===== src/rtl/qupls_checkpoint_ctrl.sv =====
// Checkpoint allocator/retirer for the Q+ rename stage: hands out RAT checkpoints in order,
// retires them in order on branch commit and sequences restore plus stomp sweep on a miss.
module qupls_checkpoint_ctrl #(
  parameter int NCHECK    = 16,
  parameter int SWEEP_CYC = 4,
  localparam int CPW      = $clog2(NCHECK)
) (
  input  logic           clk,
  input  logic           rst,
  input  logic           alloc_req,
  output logic           alloc_ack,
  output logic [CPW-1:0] alloc_cp,
  input  logic           cmt_br,
  input  logic [CPW-1:0] cmt_cp,
  input  logic           miss,
  input  logic [CPW-1:0] miss_cp,
  output logic [CPW-1:0] cndx_o,
  output logic [CPW-1:0] head_o,
  output logic [CPW:0]   nob_o,
  output logic           stall_o,
  output logic           restore_o,
  output logic [CPW-1:0] restore_cp_o,
  output logic           busy_o,
  output logic           err_o
);

  localparam int SCW = (SWEEP_CYC > 1) ? $clog2(SWEEP_CYC) : 1;
  localparam logic [SCW-1:0] SWEEP_LOAD = SCW'(SWEEP_CYC - 1);
  localparam logic [SCW-1:0] SCNT_ZERO  = SCW'(0);
  localparam logic [SCW-1:0] SCNT_ONE   = SCW'(1);
  localparam logic [CPW:0]   NOB_FULL   = (CPW+1)'(NCHECK - 1);
  localparam logic [CPW:0]   NOB_ZERO   = (CPW+1)'(0);
  localparam logic [CPW:0]   NOB_ONE    = (CPW+1)'(1);
  localparam logic [CPW-1:0] CP_ONE     = CPW'(1);
  localparam logic [CPW-1:0] CP_ZERO    = CPW'(0);

  typedef enum logic [1:0] {
    ST_IDLE    = 2'd0,
    ST_RESTORE = 2'd1,
    ST_SWEEP   = 2'd2
  } state_t;

  state_t           state_r, state_s;
  logic [SCW-1:0]   sweep_cnt_r, sweep_cnt_s;
  logic [CPW-1:0]   cndx_r, cndx_s;
  logic [CPW-1:0]   head_r, head_s;
  logic [CPW:0]     nob_r, nob_s;
  logic [CPW-1:0]   restore_cp_r, restore_cp_s;
  logic             restore_r, busy_r, err_r, err_s;

  logic             stall_s;
  logic             cmt_ok_s, cmt_err_s;
  logic             miss_take_s, miss_err_s, miss_in_range_s;
  logic [CPW-1:0]   miss_age_s, rcp_age_s;

  // Distance of an index from the oldest live checkpoint, modulo NCHECK.
  function automatic logic [CPW-1:0] age_f(input logic [CPW-1:0] idx, input logic [CPW-1:0] head);
    return idx - head;
  endfunction

  assign stall_s   = busy_r | miss | (nob_r == NOB_FULL);
  assign alloc_ack = alloc_req & ~stall_s;
  assign alloc_cp  = cndx_r + CP_ONE;

  assign stall_o      = stall_s;
  assign cndx_o       = cndx_r;
  assign head_o       = head_r;
  assign nob_o        = nob_r;
  assign restore_o    = restore_r;
  assign restore_cp_o = restore_cp_r;
  assign busy_o       = busy_r;
  assign err_o        = err_r;

  // Commit and miss qualification against the live checkpoint window.
  always_comb begin
    cmt_ok_s        = cmt_br & (cmt_cp == head_r) & (nob_r != NOB_ZERO);
    cmt_err_s       = cmt_br & ~cmt_ok_s;
    miss_age_s      = age_f(miss_cp, head_r);
    rcp_age_s       = age_f(restore_cp_r, head_r);
    miss_in_range_s = ({1'b0, miss_age_s} <= nob_r);
    miss_take_s     = 1'b0;
    miss_err_s      = 1'b0;
    if (state_r == ST_IDLE) begin
      miss_take_s = miss & miss_in_range_s;
      miss_err_s  = miss & ~miss_in_range_s;
    end else begin
      // While restoring, only a strictly older miss supersedes the one in flight.
      miss_take_s = miss & (miss_age_s < rcp_age_s);
      miss_err_s  = 1'b0;
    end
  end

  // Restore/sweep sequencing: one RESTORE cycle, then SWEEP_CYC sweep cycles.
  always_comb begin
    state_s     = state_r;
    sweep_cnt_s = sweep_cnt_r;
    case (state_r)
      ST_IDLE: begin
        if (miss_take_s) begin
          state_s = ST_RESTORE;
        end else begin
          state_s = ST_IDLE;
        end
      end
      ST_RESTORE: begin
        if (miss_take_s) begin
          state_s = ST_RESTORE;
        end else begin
          state_s     = ST_SWEEP;
          sweep_cnt_s = SWEEP_LOAD;
        end
      end
      ST_SWEEP: begin
        if (miss_take_s) begin
          state_s = ST_RESTORE;
        end else if (sweep_cnt_r == SCNT_ZERO) begin
          state_s = ST_IDLE;
        end else begin
          sweep_cnt_s = sweep_cnt_r - SCNT_ONE;
        end
      end
      default: begin
        state_s     = ST_IDLE;
        sweep_cnt_s = SCNT_ZERO;
      end
    endcase
  end

  // Checkpoint window update from alloc, commit and miss.
  always_comb begin
    cndx_s       = cndx_r;
    nob_s        = nob_r;
    head_s       = head_r;
    restore_cp_s = restore_cp_r;
    err_s        = err_r | cmt_err_s | miss_err_s;
    if (cmt_ok_s) begin
      head_s = head_r + CP_ONE;
    end else begin
      head_s = head_r;
    end
    if (miss_take_s) begin
      cndx_s       = miss_cp;
      restore_cp_s = miss_cp;
      // A commit of the restored head itself leaves an empty window.
      if (cmt_ok_s && (miss_age_s == CP_ZERO)) begin
        nob_s = NOB_ZERO;
      end else if (cmt_ok_s) begin
        nob_s = {1'b0, miss_age_s} - NOB_ONE;
      end else begin
        nob_s = {1'b0, miss_age_s};
      end
    end else begin
      if (alloc_ack) begin
        cndx_s = alloc_cp;
      end else begin
        cndx_s = cndx_r;
      end
      if (alloc_ack && !cmt_ok_s) begin
        nob_s = nob_r + NOB_ONE;
      end else if (!alloc_ack && cmt_ok_s) begin
        nob_s = nob_r - NOB_ONE;
      end else begin
        nob_s = nob_r;
      end
    end
  end

  // State and output registers.
  always_ff @(posedge clk or posedge rst) begin
    if (rst) begin
      state_r      <= ST_IDLE;
      sweep_cnt_r  <= SCNT_ZERO;
      cndx_r       <= CP_ZERO;
      head_r       <= CP_ZERO;
      nob_r        <= NOB_ZERO;
      restore_cp_r <= CP_ZERO;
      restore_r    <= 1'b0;
      busy_r       <= 1'b0;
      err_r        <= 1'b0;
    end else begin
      state_r      <= state_s;
      sweep_cnt_r  <= sweep_cnt_s;
      cndx_r       <= cndx_s;
      head_r       <= head_s;
      nob_r        <= nob_s;
      restore_cp_r <= restore_cp_s;
      restore_r    <= (state_s == ST_RESTORE);
      busy_r       <= (state_s != ST_IDLE);
      err_r        <= err_s;
    end
  end

endmodule

===== config.mk =====
export PLATFORM = sky130hd
export DESIGN_NAME = qupls_checkpoint_ctrl
export DESIGN_NICKNAME = d
export VERILOG_FILES = /design/src/rtl/qupls_checkpoint_ctrl.sv
export SDC_FILE = /design/constraint.sdc
export NUM_CORES = 1
export LEC_CHECK = 0
export ABC_AREA = 1
export BUFFER_PORTS_ARGS = -buffer_cell sky130_fd_sc_hd__buf_2
export CORE_MARGIN = 3
export CORE_UTILIZATION = 40
export DETAILED_ROUTE_END_ITERATION = 8
export SLEW_MARGIN = 20
export SYNTH_ARGS = -nofsm -noshare
export SYNTH_HDL_FRONTEND = slang
export SYNTH_SLANG_ARGS = --single-unit

===== constraint.sdc =====
create_clock -name clk -period 4.85 [get_ports clk]
set_clock_uncertainty 0.2 [all_clocks]
set_input_delay 0.2425 -clock clk [delete_from_list [all_inputs] [get_ports clk]]
set_output_delay 0.2425 -clock clk [all_outputs]
set_load 0.02 [all_outputs]

Word level (Yosys, flattened, before mapping)
Index checks and enable logic that the tools add are counted.
Cells by class
  add/subtract/negate cells: 8
  magnitude comparators: 2
  eq/ne operators: 8
  multiplexer cells: 18
  bitwise logic cells: 15
  reductions and logical operators: 13
Operators with widths (count)
  $mux 5: 5
  $mux 2: 6
  $pmux 2 s3: 2
  $add 4x1->4 const B: 2
  $mux 4: 2
  $sub 4x4->4: 2
  $and 1x1->1: 7
  $ne 2x2->1 const B: 3
  $add 5x1->5 const B: 1
  $eq 5x4->1 const B: 1
  $le 4x5->1: 1
  $reduce_bool 5->1: 1
  $sub 4x1->5 const B: 1
  $sub 5x1->5 const B: 1
  $eq 2x1->1 const B: 2
  $eq 4x4->1: 1
  $logic_not 2->1: 2
  $logic_not 4->1: 1
  $lt 4x4->1: 1
  $not 1->1: 4
  $or 1x1->1: 4
  $reduce_and 4->1: 1
  $reduce_bool 2->1: 2
  $logic_and 1x1->1: 3
  other kinds (5): 8
Storage, ports and cells
  bits in registers: 24
  input bits: 13
  output and inout port bits: 26
  word-level logic and storage cells: 73

Logic depth before layout (Yosys ltp)
Gate-level depths: netlist (run 1).
  word-level depth: 9
  mapped depth: 20
  depth with buffers taken out: 20

Worst setup path before layout (run 1)
OpenSTA, ideal clock, no wires.
  path kind: register to register
  from: register head_r[0], in the netlist head_o[0]
  to: register sweep_cnt_r[0]
  library setup time: 117 ps
  data arrival time: 2677 ps
  required time: 4533 ps
  slack: 1855 ps
  cell stages (with the launch flop): 17
  path buffers: 1
  period minus slack after synthesis: 2995 ps
  cells stage by stage: dfrtp_1 > ha_1 > inv_1 > fa_1 > xor2_1 > ha_1 > nand2_1 > inv_1 > nand2_1 > nand2_1 > nand2_1 > nand2_1 > nor2_4 > buf_4 > o21ai_0 > nand3_1 > nand2_1
On the way
  longest elaborated chain between the ends: 6
  elaborated cells on any way between the ends: 10
  classes of those cells: add/sub: 2; order compare: 2; eq/ne: 2; mux: 1; bitwise: 2; reduce/logical: 1
RTL lines
  from (decl): line 46  | logic [CPW-1:0] head_r, head_s;
  from (signal assigned): line 184  | head_r <= head_s;
  $sub 4x4->4: line 58  | return idx - head;
  $le 4x5->1 or $lt 4x4->1 (tied branches): line 80, 88
  $and 1x1->1 (on tied branches): line 84, 88
  $mux 1 *: line 83  | if (state_r == ST_IDLE) begin
  $ne 2x2->1 (no line)
  $reduce_and 4->1 (no line) *
  to (signal assigned): line 182  | sweep_cnt_r <= sweep_cnt_s;
  to (decl): line 44  | logic [SCW-1:0] sweep_cnt_r, sweep_cnt_s;
Every way passes the cells marked *; elsewhere a longest branch is shown, timed or not.
A chain may end at the register's enable or synchronous reset.

Worst setup path after layout (run 1)
Ends and elaborated chain as after synthesis.

==> results of run 1 <==
-- area by class of cell --
type | count | area [um^2] | area share, %
inverters | 48 | 180 | 7.60
flip-flops and latches | 24 | 601 | 25.3
multi-input cells | 211 | 1250 | 52.8
repair buffers | 39 | 200 | 8.44
well taps | 67 | 83.8 | 3.54
clock buffers | 4 | 55.1 | 2.32
-- critical path: cells and delay by family (launching register included) --
family	cells	cell delay, ps
flip-flops	1	470
adder cells (fa/ha/maj)	3	860
AND/OR/NAND/NOR	8	840
XOR/XNOR	1	390
buffers and inverters	2	100
AO/OA/AOI/OAI	1	190
-- Yosys cell counts --
library cell / count / area [um^2]
fa_1: 3 / 60.1
nand3_1: 29 / 145
o21ai_1: 1 / 5.00
xnor2_1: 5 / 43.8
xor2_1: 10 / 87.6
o21ai_0: 7 / 35.0
nand4_1: 2 / 12.5
dfrtp_1: 24 / 601
nor2_2: 1 / 6.26
ha_1: 24 / 300
nand2_2: 3 / 18.8
nand2_4: 2 / 22.5
buf_4: 1 / 7.51
clkbuf_1: 1 / 3.75
nor2_4: 3 / 33.8
nand2_1: 90 / 338
nor2_1: 17 / 63.8
inv_2: 3 / 11.3
a21oi_2: 1 / 8.76
a21oi_1: 11 / 55.1
inv_1: 45 / 169
o211ai_1: 1 / 7.51
nand3b_1: 1 / 7.51
-- per-stage QoR --
| step | utilization [%] | hold WS [ps] |
|---|---|---|
| 3_3_place_gp | 47.9 | 242 |
| 6_report | 49.2 | -15.4 |
| 2_1_floorplan | - | 57.1 |
| 3_5_place_dp | 47.9 | 251 |
| 5_1_grt | 49.2 | 44.2 |
| 4_1_cts | 49.2 | 16.5 |
-- sequential cells by signal, indices dropped and copies added, names as in the netlist --
register	flops
busy_o	1
cndx_o	4
err_o	1
head_o	4
nob_o	5
restore_cp_o	4
restore_o	1
state_r	2
sweep_cnt_r	2
-- cells by family after synthesis --
group,count (synthesis),synth area share (%)
buffers and inverters,50,9.37
adder cells (fa/ha/maj),27,17.6
flip-flops,24,29.4
XOR/XNOR,15,6.43
AND/OR/NAND/NOR,148,31.7
AO/OA/AOI/OAI,21,5.45
-- repair_timing --
item	4_1_cts	5_1_grt
hold endpoints to repair	1	0
resized for setup	0	0
setup buffers	0	0
hold buffers	1	0
-- per-layer routing --
layer  track usage (%)  up-vias  share of wire (%)
li1                  -      967                  -
met1              22.8      833                 49
met2              27.4       29                 46
met3              2.09        6                3.3
met4              6.05        0                1.6
met5                 0        -                  0
-- worst max-delay path by stage --
| stage | end | cells after the start | start |
|---|---|---|---|
| after floorplan | sweep_cnt_r[0]$_DFFE_PP0P_ | 16 | head_o[0]$_DFFE_PP0P_ |
| after global placement | cndx_o[2]$_DFFE_PP0P_ | 15 | head_o[0]$_DFFE_PP0P_ |
| after detailed placement | sweep_cnt_r[0]$_DFFE_PP0P_ | 15 | head_o[0]$_DFFE_PP0P_ |
| after CTS | sweep_cnt_r[0]$_DFFE_PP0P_ | 15 | head_o[0]$_DFFE_PP0P_ |
| after global routing | sweep_cnt_r[0]$_DFFE_PP0P_ | 15 | head_o[0]$_DFFE_PP0P_ |
| final | sweep_cnt_r[0]$_DFFE_PP0P_ | 15 | head_o[0]$_DFFE_PP0P_ |
==> qor.csv, run 1 <==
metric;value;unit
crit-path max cell delay;470;ps
first-pass GRT wire length;8130;um
reg2reg end;sweep_cnt_r[0]$_DFFE_PP0P_;
GRT Residual Overflow;0;
Clock transition at path regs;90;ps
final hold slack;-15.4;ps
H-tree levels;1;
Die Wd;77.5;um
Max-Cap Viols;0;
hpwl dp;3720;um
Routed Antenna Nets;0;
WL final;4670;um
Final Critical Period;3160;ps
crit path capture type;flip-flop;
CP Launch Type;flip-flop;
Slew HR;35.0;%
clk_lat worst skew;270;ps
status;finished, violations left;
crit-path cells;ha_1 -> inv_1 -> fa_1 -> xor2_1 -> ha_1 -> nand2_1 -> inv_1 -> nand2_1 -> nand2_1 -> nand2_1 -> nand2_1 -> nor2_4 -> o21ai_0 -> nand3_1 -> nand2_1;
PortBufs;38;
Reg2Reg Depth;15;
final instance area;0.00237;mm^2
core box area;0.00482;mm^2
Initial Utilization;42.4;%
failing checks;negative hold slack;
largest net degree at the start of global routing;25;
Mapped Area;0.00204;mm^2
ANT cells;0;
number of global-route vias before repair;1773;
slowest cell on the critical path;dfrtp_1;
first-pass iteration count of the detailed router;4;
CTS root buf;clkbuf_8;
DRC viols;0;
worst hold path type;input port to async pin;
Cells after DPL;388;
share of cells above drive strength 1;16.9;%
post-synthesis sequential area ratio;29.4;%
Synth Register Bits;24;
routed vias/inst;4.67;
IO Count;39;
RSZ-0062 raised after global routing;no;
kind of critical path;flip-flop to flip-flop;
Post-Layout Cell Count;393;
CTS buffer count;3;
Layout area overhead;16.0;%
Worst EP required;4820;ps
CTS tree;yes;
Avg Inst Size Synth;7.17;um^2
fillers;525;
Least-Margin Pin Slew;973;ps
worst r2r src;head_o[0]$_DFFE_PP0P_;
clock sink count;24;
Placement Setup Slack;1680;ps
most common cell after layout, fill and taps aside;nand2_1;
Placement Cell Area;0.00231;mm^2
drt first-iter violations;86;
Hold Vio Cnt, Final;24;
Yosys cell types;23;
most frequent cells in the layout;nand2_1, inv_1, buf_2, nand3_1;
Max clock buf depth;2;
Die Area;0.00600;mm^2
Most common cell on crit path;nand2_1;
DR WL/cell;11.9;um
count of pins over their slew limit;0;
vias;1835;
Nets;367;
Synth Net Count;325;
# setup viols final;0;
Rows;25;
final worst slack;1690;ps
Period Utilization, post-route;65.2;%
crit path DAT;3130;ps
setup slack, reg-to-reg;1690;ps
Syn Inst Count;285;
max frequency;0.316;GHz
setup tns final;0;ps
Crit Path Max Fanout;14;
YS warnings;0;
total track usage;16.8;%
Die Ht;77.5;um
Placer Congestion;0.788;
initial antenna violation count;0;
Power of run 1 is not shown: default switching activity piles up to over one toggle a cycle in this logic, so the estimate is an artifact.
==> run 2, diff against run 1 <==
==> constraint.sdc (replaced) <==
create_clock -name clk -period 3 [get_ports clk]
set_clock_uncertainty 0.2 [all_clocks]
set_input_delay 0.15 -clock clk [delete_from_list [all_inputs] [get_ports clk]]
set_output_delay 0.15 -clock clk [all_outputs]
set_load 0.02 [all_outputs]
==> run 2 against run 1 <==
  * The flow now finishes without violations
  * Utilization rose by 2.5 points
  * Die area unchanged
  * Critical path depth increased by 1
  * Hold slack improved by 180 ps
  * Critical endpoint is now nob_o[3]$_DFFE_PP0P_
  * Final cell count increased by 3.1%
  * Non-clock buffer count is 13 higher
  * Clock-buffer cell count down 1
  * Global-route usage barely moved
  * Register-to-register slack got worse by 1400 ps
  * Sequential share of layout area decreased by 1.2 points
  * Via count grew 2.5%
  * Largest cell class unchanged
==> qor.csv, run 2 (same netlist as run 1, synthesis figures left out) <==
metric;value;unit;change
status;finished clean;;was finished, violations left
Least-Margin Pin Slew;982;ps;was 973 ps
fin util;51.7;%;was 49.2%
CTS root buf;clkbuf_8;;unchanged
CTS tree;yes;;unchanged
Placer Congestion;0.801;;was 0.788
largest net degree at the start of global routing;25;;unchanged
crit-path max cell delay;520;ps;was 470 ps
delay-heaviest family, CP;buffers and inverters;;was adder cells
DRC viols;0;;unchanged
CP Launch Type;input port;;was flip-flop
Worst EP required;2970;ps;was 4820 ps
first-pass GRT wire length;8140;um;was 8130 um
GRT Residual Overflow;0;;unchanged
Initial Utilization;42.4;%;unchanged
Die Wd;77.5;um;unchanged
CTS buffer count;3;;unchanged
Most common cell on crit path;nand2_1;;unchanged
Slew HR;34.5;%;was 35.0%
ANT cells;0;;unchanged
H-tree levels;1;;unchanged
max frequency;0.359;GHz;
drt first-iter violations;98;;was 86
PortBufs;38;;unchanged
crit-path cells;dlygate4sd3_1 -> buf_2 -> fa_1 -> xor2_1 -> buf_4 -> ha_1 -> nand2_1 -> inv_1 -> nand2_1 -> a21oi_2 -> nor2_4 -> buf_4 -> nor2_4 -> nor2_1 -> nand2_1 -> nand2_1;;was ha_1 -> inv_1 -> fa_1 -> xor2_1 -> ha_1 -> nand2_1 -> inv_1 -> nand2_1 -> nand2_1 -> nand2_1 -> nand2_1 -> nor2_4 -> o21ai_0 -> nand3_1 -> nand2_1
Routed Antenna Nets;0;;unchanged
number of global-route vias before repair;1871;;was 1773
Clock transition at path regs;90;ps;about the same
most common cell after layout, fill and taps aside;nand2_1;;unchanged
total track usage;16.8;%;about the same
IO Count;39;;unchanged
Nets;380;;was 367
Max-Cap Viols;0;;unchanged
Cells after DPL;391;;was 388
most frequent cells in the layout;nand2_1, inv_1, buf_2, nand3_1;;unchanged
vias;1880;;was 1835
Post-Layout Cell Count;405;;was 393
# setup viols final;0;;unchanged
DR WL/cell;11.9;um;about the same
core box area;0.00482;mm^2;unchanged
Rows;25;;unchanged
Period Utilization, post-route;92.7;%;
WL final;4820;um;was 4670 um
Crit Path Max Fanout;8;;was 14
Max clock buf depth;2;;unchanged
slowest cell on the critical path;dlygate4sd3_1;;was dfrtp_1
Die Ht;77.5;um;unchanged
Hold Vio Cnt, Final;0;;was 24
share of cells above drive strength 1;19.8;%;was 16.9%
RSZ-0062 raised after global routing;no;;unchanged
Final Critical Period;2780;ps;
Die Area;0.00600;mm^2;unchanged
first-pass iteration count of the detailed router;4;;unchanged
crit path capture type;flip-flop;;unchanged
kind of critical path;input port to flip-flop;;was flip-flop to flip-flop
initial antenna violation count;0;;unchanged
register area;601;um^2;unchanged
clock sink count;24;;unchanged
routed vias/inst;4.64;;was 4.67
multi-input logic area;0.00127;mm^2;was 0.00125 mm^2
max FFs per register;5;;unchanged
clk_lat worst skew;270;ps;about the same
worst path bufs/invs;5;;was 2
Layout area overhead;21.9;%;was 16.0%
fillers;504;;was 525
worst hold path type;input port to flip-flop;;was input port to async pin
crit path DAT;2750;ps;was 3130 ps
hpwl dp;3810;um;was 3720 um
count of pins over their slew limit;0;;unchanged
==> run 2: cell count changes in the layout (fill, tap and decap cells not counted), sizes merged <==
| cell | before | now |
|---|---|---|
| buf | 38 | 45 |
| dlygate4sd3 | 1 | 7 |
| clkbuf | 4 | 3 |
==> run 2: tightest hold or removal path, cell delays in order <==
cell	delay, ps
buf_2	100
a21oi_2	60
nand2_2	60
nor2_4	50
nand2_4	110
xor2_1	80
==> run 2: routing by layer <==
layer,vias to the layer above,wire (um),track usage [%]
met2,29,2260,28.3
met5,-,0,0
li1,1002,-,-
met1,843,2330,22.2
met4,0,75,4.98
met3,6,159,2.55
==> run 2: final timing paths <==
kind                                        from                          end  slack, ps  depth (start not counted)
max in group asynchronous                    rst  restore_cp_o[2]$_DFFE_PP0P_       1550                          3
min in group asynchronous                    rst   sweep_cnt_r[0]$_DFFE_PP0P_        440                          3
setup reg to reg           head_o[1]$_DFFE_PP0P_         nob_o[3]$_DFFE_PP0P_        250                         15
hold / removal                         cmt_cp[3]        head_o[0]$_DFFE_PP0P_        170                          6
setup / recovery                      miss_cp[1]         nob_o[3]$_DFFE_PP0P_        220                         16
hold reg to reg             nob_o[4]$_DFFE_PP0P_         nob_o[4]$_DFFE_PP0P_        310                          2
==> run 2: through the flow <==
step / area (um^2) / hold WS [ps] / setup TNS (ps) / setup slack (ps)
finish: 2490 / 167 / 0 / 218
global route: 2490 / 200 / 0 / 16.4
CTS: 2460 / 162 / 0 / 14.1
detailed placement: 2330 / 193 / -44.5 / -24.4
global placement: 2330 / 185 / 0 / 119
floorplan: 2040 / -35.4 / 0 / 5.34
==> run 2: final cells by class <==
class                   instances  share of cell area (%)
clock buffers                   3                    1.66
inverters                      48                    7.34
multi-input cells             211                    51.0
flip-flops and latches         24                    24.1
well taps                      67                    3.37
repair buffers                 52                    12.6
==> run 2: repair_timing <==
| action | 4_1_cts | 5_1_grt |
|---|---|---|
| buffers inserted | 3 | 1 |
| hold buffers | 7 | 0 |
| setup endpoints to repair | 4 | 20 |
| resized for setup | 0 | 9 |
| hold endpoints to repair | 30 | 0 |
| pin swaps | 1 | 1 |
Power of run 2 is left out for the same reason.
==> run 3, diff against run 2 <==
--- a/config.mk
+++ b/config.mk
@@ -6,10 +6,10 @@
 export NUM_CORES = 1
 export LEC_CHECK = 0
 export ABC_AREA = 1
-export BUFFER_PORTS_ARGS = -buffer_cell sky130_fd_sc_hd__buf_2
 export CORE_MARGIN = 3
 export CORE_UTILIZATION = 40
 export DETAILED_ROUTE_END_ITERATION = 8
+export DONT_BUFFER_PORTS = 1
 export SLEW_MARGIN = 20
 export SYNTH_ARGS = -nofsm -noshare
 export SYNTH_HDL_FRONTEND = slang
==> run 3 against run 2 <==
  * Non-clock buffer count decreased by 35
  * Sequential share of layout area grew 1.8 points
  * Fmax is 1.2% lower
  * Via count down 6.3%
  * Hold slack lost 110 ps
  * Largest cell class unchanged
==> qor.csv, run 3 (same netlist as run 1, synthesis figures left out) <==
metric;value;unit;change
status;finished clean;;unchanged
worst path bufs/invs;4;;was 5
fillers;500;;was 504
Least-Margin Pin Slew;942;ps;was 982 ps
initial antenna violation count;0;;unchanged
# setup viols final;0;;unchanged
Slew HR;37.1;%;was 34.5%
max frequency;0.355;GHz;was 0.359 GHz
Initial Utilization;42.4;%;unchanged
Die Area;0.00600;mm^2;unchanged
Worst EP required;2950;ps;was 2970 ps
vias;1761;;was 1880
first-pass iteration count of the detailed router;4;;unchanged
total track usage;16.9;%;was 16.8%
fin util;48.1;%;was 51.7%
DR WL/cell;12.8;um;was 11.9 um
CP Launch Type;flip-flop;;was input port
count of pins over their slew limit;0;;unchanged
WL final;4720;um;was 4820 um
core box area;0.00482;mm^2;unchanged
GRT Residual Overflow;0;;unchanged
multi-input logic area;0.00127;mm^2;about the same
setup tns final;0;ps;unchanged
CTS tree;yes;;unchanged
drt first-iter violations;64;;was 98
most common cell after layout, fill and taps aside;nand2_1;;unchanged
Placer Congestion;0.864;;was 0.801
RSZ-0062 raised after global routing;yes;;was no
Rows;25;;unchanged
largest net degree at the start of global routing;25;;unchanged
Die Wd;77.5;um;unchanged
crit path capture type;flip-flop;;unchanged
Max-Cap Viols;0;;unchanged
Crit Path Max Fanout;8;;unchanged
kind of critical path;flip-flop to flip-flop;;was input port to flip-flop
IO Count;39;;unchanged
Nets;345;;was 380
H-tree levels;1;;unchanged
PortBufs;0;;was 38
CTS root buf;clkbuf_8;;unchanged
routed vias/inst;4.76;;was 4.64
Most common cell on crit path;nand2_1;;unchanged
Clock transition at path regs;90;ps;about the same
DRC viols;0;;unchanged
Layout area overhead;13.4;%;was 21.9%
Routed Antenna Nets;0;;unchanged
crit-path max cell delay;380;ps;was 520 ps
register area;601;um^2;unchanged
most frequent cells in the layout;nand2_1, inv_1, nand3_1, ha_1, dfrtp_1;;was nand2_1, inv_1, buf_2, nand3_1
first-pass GRT wire length;8250;um;was 8140 um
worst hold path type;input port to flip-flop;;unchanged
clk_lat worst skew;270;ps;about the same
Die Ht;77.5;um;unchanged
clock sink count;24;;unchanged
ANT cells;0;;unchanged
Hold Vio Cnt, Final;0;;unchanged
hpwl dp;3770;um;was 3810 um
CTS buffer count;3;;unchanged
Max clock buf depth;2;;unchanged
Final Critical Period;2820;ps;was 2780 ps
number of global-route vias before repair;1730;;was 1871
delay-heaviest family, CP;adder cells;;was buffers and inverters
share of cells above drive strength 1;9.90;%;was 19.8%
slowest cell on the critical path;dfrtp_1;;was dlygate4sd3_1
max FFs per register;5;;unchanged
crit path DAT;2760;ps;was 2750 ps
Period Utilization, post-route;93.9;%;was 92.7%
crit-path cells;buf_4 -> ha_1 -> inv_1 -> fa_1 -> xnor2_1 -> ha_1 -> nand2_1 -> inv_1 -> nand2_1 -> a21oi_2 -> nor2_4 -> buf_4 -> nor2_4 -> nor2_1 -> nand2_1 -> nand2_1;;was dlygate4sd3_1 -> buf_2 -> fa_1 -> xor2_1 -> buf_4 -> ha_1 -> nand2_1 -> inv_1 -> nand2_1 -> a21oi_2 -> nor2_4 -> buf_4 -> nor2_4 -> nor2_1 -> nand2_1 -> nand2_1
==> run 3: cell types whose count changed in the layout (fill, tap and decap cells not counted) <==
cell / before / now
buf_2: 38 / 0
buf_4: 7 / 10
fa_1: 3 / 2
fa_2: 0 / 1
inv_1: 43 / 44
inv_4: 1 / 0
nand2_1: 88 / 90
nand2_2: 4 / 2
==> run 3: final cells by class <==
| type | instances | area share (%) |
|---|---|---|
| timing repair buffer | 17 | 6.26 |
| clock buffer | 3 | 1.78 |
| tap | 67 | 3.62 |
| inverter | 48 | 7.78 |
| multi-input combinational | 211 | 54.6 |
| sequential | 24 | 25.9 |
==> run 3: final timing paths <==
kind / slack, ps / startpoint / cells past startpoint / endpoint
min: 60 / cmt_cp[3] / 5 / head_o[0]$_DFFE_PP0P_
max in group asynchronous: 1700 / rst / 2 / err_o$_DFF_PP0_
max: 180 / head_o[0]$_DFFE_PP0P_ / 16 / nob_o[3]$_DFFE_PP0P_
min reg2reg: 320 / sweep_cnt_r[1]$_DFFE_PP0P_ / 2 / sweep_cnt_r[1]$_DFFE_PP0P_
min in group asynchronous: 330 / rst / 2 / restore_cp_o[0]$_DFFE_PP0P_
max reg2reg: 180 / head_o[0]$_DFFE_PP0P_ / 16 / nob_o[3]$_DFFE_PP0P_
==> run 3: worst register-to-register path, stage by stage (launching register included) <==
cell     delay, ps
dfrtp_1        380
buf_4          190
ha_1           160
inv_1           60
fa_1           380
xnor2_1        160
ha_1           280
nand2_1         40
inv_1           40
nand2_1         70
a21oi_2        170
nor2_4          60
buf_4          160
nor2_4         150
nor2_1          60
nand2_1         70
nand2_1         70
==> run 3: layer usage <==
metal / global-route usage (%) / share of wire [%]
met3: 3.25 / 4.3
met1: 22.4 / 47
met5: 0 / 0
met2: 28.6 / 48
met4: 3.20 / 0.74
==> run 3: repair_timing <==
action                     in CTS  in global routing
hold buffers                    7                  0
hold endpoints to repair       33                  0
setup endpoints to repair       0                 13
gates resized for setup         0                  6
setup buffers                   0                  2
==> run 3: stage by stage <==
stage                     instances  hold WS, ps  instance area, um^2  setup WS [ps]
after floorplan                 285        -35.4                 2040           5.34
after CTS                       368         62.0                 2290           98.0
after global routing            370         86.2                 2320          -11.6
after detailed placement        358         81.8                 2180            109
after global placement          358         76.8                 2180            166
final                           370         57.8                 2320            184
Power of run 3 is left out for the same reason.
